**src/rtl/command_word_sequencer_pkg.sv**
```systemverilog
// Shared state encoding, ICW/OCW bit positions and strobe bundle for the
// command word sequencer and its write commit detector.
package command_word_sequencer_pkg;

    typedef enum logic [2:0] {
        UNINIT    = 3'd0,
        WAIT_ICW2 = 3'd1,
        WAIT_ICW3 = 3'd2,
        WAIT_ICW4 = 3'd3,
        READY     = 3'd4
    } seq_state_e;

    localparam int ICW1_IC4  = 0;
    localparam int ICW1_SNGL = 1;
    localparam int ICW1_MARK = 4;
    localparam int OCW_SEL   = 3;

    typedef struct packed {
        logic       cs_n;
        logic       we_n;
        logic       addr;
        logic [7:0] data;
    } capture_t;

    localparam capture_t CAPTURE_IDLE = '{cs_n: 1'b1, we_n: 1'b1, addr: 1'b0, data: 8'h00};

    typedef struct packed {
        logic       seq_err;
        logic [3:1] ocw;
        logic [4:1] icw;
    } strobe_t;

    localparam strobe_t STROBE_NONE = '0;

    // Decode of a non-ICW1 write once initialization is complete.
    function automatic strobe_t ocw_decode(input logic address, input logic [7:0] data);
        strobe_t s;
        s = STROBE_NONE;
        if (address) begin
            s.ocw[1] = 1'b1;
        end else begin
            case ({data[ICW1_MARK], data[OCW_SEL]})
                2'b00:   s.ocw[2]  = 1'b1;
                2'b01:   s.ocw[3]  = 1'b1;
                default: s.seq_err = 1'b1;
            endcase
        end
        return s;
    endfunction

endpackage

```
**src/rtl/command_word_sequencer_write_commit_detector.sv**
```systemverilog
// Samples the CPU bus every cycle and flags a commit when the sampled write
// strobe rises, using select/address/data from the last low-strobe cycle.
module write_commit_detector
    import command_word_sequencer_pkg::*;
(
    input  logic       clock,
    input  logic       reset_n,
    input  logic       chip_select_n,
    input  logic       write_enable_n,
    input  logic       address,
    input  logic [7:0] data_bus_in,
    output logic       commit,
    output logic       commit_address,
    output logic [7:0] commit_data
);

    capture_t sample_q, sample_d;
    capture_t last_q, last_d;

    always_comb begin
        sample_d = '{cs_n: chip_select_n, we_n: write_enable_n,
                     addr: address, data: data_bus_in};
        last_d   = sample_q;
    end

    always_ff @(posedge clock) begin
        if (!reset_n) begin
            sample_q <= CAPTURE_IDLE;
            last_q   <= CAPTURE_IDLE;
        end else begin
            sample_q <= sample_d;
            last_q   <= last_d;
        end
    end

    // last_q is the final low-strobe sample whenever the strobe has just risen
    assign commit         = sample_q.we_n && !last_q.we_n && !last_q.cs_n;
    assign commit_address = last_q.addr;
    assign commit_data    = last_q.data;

endmodule

```
**src/rtl/command_word_sequencer.sv**
```systemverilog
// ICW1-ICW4 initialization sequencer and OCW1-OCW3 decoder driven by
// committed CPU writes; all outputs are registered one-cycle pulses.
module command_word_sequencer
    import command_word_sequencer_pkg::*;
#(
    parameter bit ALLOW_OCW_BEFORE_INIT = 1'b0
) (
    input  logic       clock,
    input  logic       reset_n,
    input  logic       chip_select_n,
    input  logic       write_enable_n,
    input  logic       address,
    input  logic [7:0] data_bus_in,
    output logic [7:0] internal_data_bus,
    output logic       write_initial_command_word_1,
    output logic       write_initial_command_word_2,
    output logic       write_initial_command_word_3,
    output logic       write_initial_command_word_4,
    output logic       write_operation_control_word_1,
    output logic       write_operation_control_word_2,
    output logic       write_operation_control_word_3,
    output logic       initialization_done,
    output logic       sequence_error
);

    logic       commit;
    logic       commit_address;
    logic [7:0] commit_data;

    write_commit_detector u_commit (
        .clock          (clock),
        .reset_n        (reset_n),
        .chip_select_n  (chip_select_n),
        .write_enable_n (write_enable_n),
        .address        (address),
        .data_bus_in    (data_bus_in),
        .commit         (commit),
        .commit_address (commit_address),
        .commit_data    (commit_data)
    );

    seq_state_e state_q, state_d;
    logic       sngl_q, sngl_d;
    logic       ic4_q, ic4_d;
    logic [7:0] data_q, data_d;
    strobe_t    strobe_q, strobe_d;
    logic       icw1_hit;

    always_comb begin
        state_d  = state_q;
        sngl_d   = sngl_q;
        ic4_d    = ic4_q;
        data_d   = data_q;
        strobe_d = STROBE_NONE;
        // In READY, data[4:3]=11 is an illegal OCW rather than a new ICW1.
        icw1_hit = !commit_address && commit_data[ICW1_MARK] &&
                   !(state_q == READY && commit_data[OCW_SEL]);

        if (commit) begin
            data_d = commit_data;
            if (icw1_hit) begin
                strobe_d.icw[1] = 1'b1;
                sngl_d          = commit_data[ICW1_SNGL];
                ic4_d           = commit_data[ICW1_IC4];
                state_d         = WAIT_ICW2;
            end else begin
                case (state_q)
                    WAIT_ICW2: begin
                        if (commit_address) begin
                            strobe_d.icw[2] = 1'b1;
                            if (!sngl_q)    state_d = WAIT_ICW3;
                            else if (ic4_q) state_d = WAIT_ICW4;
                            else            state_d = READY;
                        end else begin
                            strobe_d.seq_err = 1'b1;
                        end
                    end
                    WAIT_ICW3: begin
                        if (commit_address) begin
                            strobe_d.icw[3] = 1'b1;
                            state_d         = ic4_q ? WAIT_ICW4 : READY;
                        end else begin
                            strobe_d.seq_err = 1'b1;
                        end
                    end
                    WAIT_ICW4: begin
                        if (commit_address) begin
                            strobe_d.icw[4] = 1'b1;
                            state_d         = READY;
                        end else begin
                            strobe_d.seq_err = 1'b1;
                        end
                    end
                    READY: begin
                        strobe_d = ocw_decode(commit_address, commit_data);
                    end
                    UNINIT: begin
                        if (ALLOW_OCW_BEFORE_INIT) strobe_d = ocw_decode(commit_address, commit_data);
                        else                       strobe_d.seq_err = 1'b1;
                    end
                    default: begin
                        strobe_d.seq_err = 1'b1;
                        state_d          = UNINIT;
                    end
                endcase
            end
        end
    end

    always_ff @(posedge clock) begin
        if (!reset_n) begin
            state_q  <= UNINIT;
            sngl_q   <= 1'b0;
            ic4_q    <= 1'b0;
            data_q   <= 8'h00;
            strobe_q <= STROBE_NONE;
        end else begin
            state_q  <= state_d;
            sngl_q   <= sngl_d;
            ic4_q    <= ic4_d;
            data_q   <= data_d;
            strobe_q <= strobe_d;
        end
    end

    assign internal_data_bus              = data_q;
    assign write_initial_command_word_1   = strobe_q.icw[1];
    assign write_initial_command_word_2   = strobe_q.icw[2];
    assign write_initial_command_word_3   = strobe_q.icw[3];
    assign write_initial_command_word_4   = strobe_q.icw[4];
    assign write_operation_control_word_1 = strobe_q.ocw[1];
    assign write_operation_control_word_2 = strobe_q.ocw[2];
    assign write_operation_control_word_3 = strobe_q.ocw[3];
    assign sequence_error                 = strobe_q.seq_err;
    assign initialization_done            = (state_q == READY);

endmodule

```
**config.mk**
```make
export PLATFORM = sky130hd
export DESIGN_NAME = command_word_sequencer
export DESIGN_NICKNAME = d
export VERILOG_FILES = /design/src/rtl/command_word_sequencer_pkg.sv /design/src/rtl/command_word_sequencer_write_commit_detector.sv /design/src/rtl/command_word_sequencer.sv
export SDC_FILE = /design/constraint.sdc
export NUM_CORES = 1
export LEC_CHECK = 0
export CORE_MARGIN = 5
export CORE_UTILIZATION = 51
export DETAILED_ROUTE_END_ITERATION = 10
export GPL_ROUTABILITY_DRIVEN = 0
export PLACE_DENSITY = 0.82
export RECOVER_POWER = 25
export SLEW_MARGIN = 20
export SYNTH_ARGS = -nofsm -noshare
export SYNTH_HDL_FRONTEND = slang
export SYNTH_SLANG_ARGS = --single-unit
```
**constraint.sdc**
```tcl
create_clock -name clock -period 3.71 [get_ports clock]
set_input_delay 0.742 -clock clock [delete_from_list [all_inputs] [get_ports clock]]
set_output_delay 0.742 -clock clock [all_outputs]
set_load 0.05 [all_outputs]
```
==> out/qor.csv <==
metric;value;unit
reg2reg setup slack;1910;ps
Hold Slack;425.1;ps
total number of vias;1110;
layout cell share with drive strength beyond 1;7.692;%
CTS root buffer;clkbuf_4;
required time of the critical path;2970;ps
DR iter-0 viols;34;
die width;64.44;um
drt via density;5.211;
Hold Violations, Final;0;
Worst VDD drop;0.2786;mV
post-synthesis sequential area ratio;56.95;%
Post-CTS Repair Setup Buffers;0;
Final WS setup;718.0;ps
cell area after placement;1802;sq um
CTS Buf Count;5;
Die Y;64.44;um
Worst-Margin Slew;847.1;ps
ANT nets after route;0;
Avg Cell Area, Syn;9.879;sq um
Cell Count, Final, Fillers Out;213;
part of the cycle the worst path needs;80.65;%
CP max FO;13;
largest net degree at the start of global routing;30;
kind of critical path;reg -> out;
CTS tree;yes;
outcome;complete, no violations;
number of global-route vias before repair;1066;
fin nets;194;
Reg2Reg Launch Point;u_commit.last_d[9]$_SDFF_PN1_;
hpwl dp;1945;um
Post-Syn Instances;153;
Register-to-Register Path Depth;4;
Finished Core Util;66.68;%
total power;0.7778;mW
Sum Neg Setup Slack;0;ps
crit start category;flop;
GR Overflow Total;0;
post-route minimum period;2992;ps
area grow syn2layout;23.76;%
syn nets;166;
Power Dens Cells;415.8;nW/um^2
drt pass-1 iters;4;
# IOs;30;
worst r2r dst;write_operation_control_word_2$_SDFF_PP0_;
Skew-Pair Late Insertion Delay;340;ps
Setup crit end;initialization_done;
worst path arrival time;2250;ps
Register Area;860.8;sq um
htree depth;2;
Max-cap violations;0;
std cell rows;19;
Crit. End Element;primary output;
drt wl/cell;12.61;um
Placement Setup Slack;1109;ps
yosys warns;0;
CP startpoint;state_q[1]$_SDFFE_PN0P_;
RSZ-0062 raised after global routing;false;
clk slew on worst S/H paths;120;ps
synth unique cells;33;
Hold-fix buffers, CTS;0;
Leak;0.7012;nW
fin. max-slew vios;0;
post-route cell area;1871;sq um
WL final;2686;um
DRC viols;0;
Die Footprint;4153;sq um
cts repair resizes;0;
most frequent cells in the layout;dfxtp_1 (43), nand2_1 (28), clkdlybuf4s50_1 (28);
Placed Cells;205;
CTS Buffer Depth;2;
multi-input logic area;596.8;sq um
worst hold path class;reg -> reg;
mapped cell area;1511;sq um
Core ar.;2805;sq um
initial antenna violation count;0;
CTS sink count;43;
Rel. slew slack;43.28;%
initial core utilization;53.88;%
Fill cells;232;
synthesized flop and latch total;43;
first-pass GRT wire length;4698;um
Finish-stage setup viols;0;
diodes inserted;0;
commonest non-fill, non-tap cell in the layout;dfxtp_1;
clock skew;2.589;ps
GRT Util Overall;14.70;%
Fmax;334.2;MHz
# port buffers;29;
## per-layer routing
metal  track usage (%)  share of wire (%)
met1             15.84                 43
met3             6.908                6.5
met5                 0                  0
met2             25.13                 49
met4             5.541                1.1
## flip-flops by register name, summed over array words and instances (netlist names), 2 cells and up
name                  cells
u_commit.commit_data      8
u_commit.last_d          11
internal_data_bus         8
state_q                   3
u_commit.last_q           2
## worst max-delay path, stage by stage, from the launching register on
cell and delay, ps:
dfxtp_1 440, or3b_1 550, inv_1 100, clkdlybuf4s50_1 810
## cell type report
type	instances	area share (%)
multi-input cells	99	31.91
clock buffers	7	3.478
repair buffers	30	15.72
inverters	2	0.4013
flip-flops and latches	43	46.02
well taps	31	2.074
clock inverters	1	0.4013
## report_power, final
| part | switching [mW] | leakage (nW) | internal (mW) |
|---|---|---|---|
| logic | 0.0173 | 0.312 | 0.0240 |
| registers | 0.00782 | 0.351 | 0.474 |
| clock network | 0.144 | 0.0375 | 0.111 |
## worst min-delay path by stage
| stage | from | to | slack (ps) | cells past startpoint |
|---|---|---|---|---|
| 5_1_grt | u_commit.last_d[10]$_SDFF_PN1_ | u_commit.last_q[10]$_SDFF_PN1_ | 460 | 1 |
| 4_1_cts | u_commit.last_d[10]$_SDFF_PN1_ | u_commit.last_q[10]$_SDFF_PN1_ | 430 | 1 |
| 2_1_floorplan | u_commit.last_d[10]$_SDFF_PN1_ | u_commit.last_q[10]$_SDFF_PN1_ | 390 | 1 |
| 3_5_place_dp | u_commit.last_d[10]$_SDFF_PN1_ | u_commit.last_q[10]$_SDFF_PN1_ | 400 | 1 |
| 6_report | u_commit.last_d[10]$_SDFF_PN1_ | u_commit.last_q[10]$_SDFF_PN1_ | 430 | 1 |
| 3_3_place_gp | u_commit.last_d[10]$_SDFF_PN1_ | u_commit.last_q[10]$_SDFF_PN1_ | 390 | 1 |
## cell usage after synthesis
cell type  count  area share, %
a2111oi_2      1           0.99
a21boi_0       8            4.0
a21o_1         1           0.50
a21oi_1        3           0.99
a31o_1         1           0.58
a31oi_1        1           0.41
and2_1        18            7.5
and2_2         2           0.99
and2b_1        1           0.50
and3_1         3            1.2
buf_2          1           0.33
buf_4          1           0.50
buf_6          1           0.74
clkbuf_1       6            1.5
dfxtp_1       43             57
inv_1          2           0.50
mux2i_1        4            2.6
nand2_1       28            7.0
nand2b_1       4            1.7
nand3_1        1           0.33
nand4_1        1           0.41
nor2_1         6            1.5
nor2_2         1           0.41
nor2b_1        1           0.41
nor3b_1        4            2.0
nor3b_2        1           0.83
nor4_1         1           0.41
o21ai_0        3           0.99
o21ai_4        1            1.1
o21bai_1       1           0.50
o311ai_1       1           0.58
or3b_1         1           0.58
xor2_1         1           0.58
## cell families after synthesis
| group | synth area share, % |
|---|---|
| AOI/OAI and AO/OA | 10.60 |
| xor gates and xnor gates | 0.5796 |
| buffers and inverters | 3.559 |
| DFF | 56.95 |
| muxes | 2.649 |
| and+or+nand+nor | 25.66 |
No activity file was read; power rests on OpenSTA's default activity.
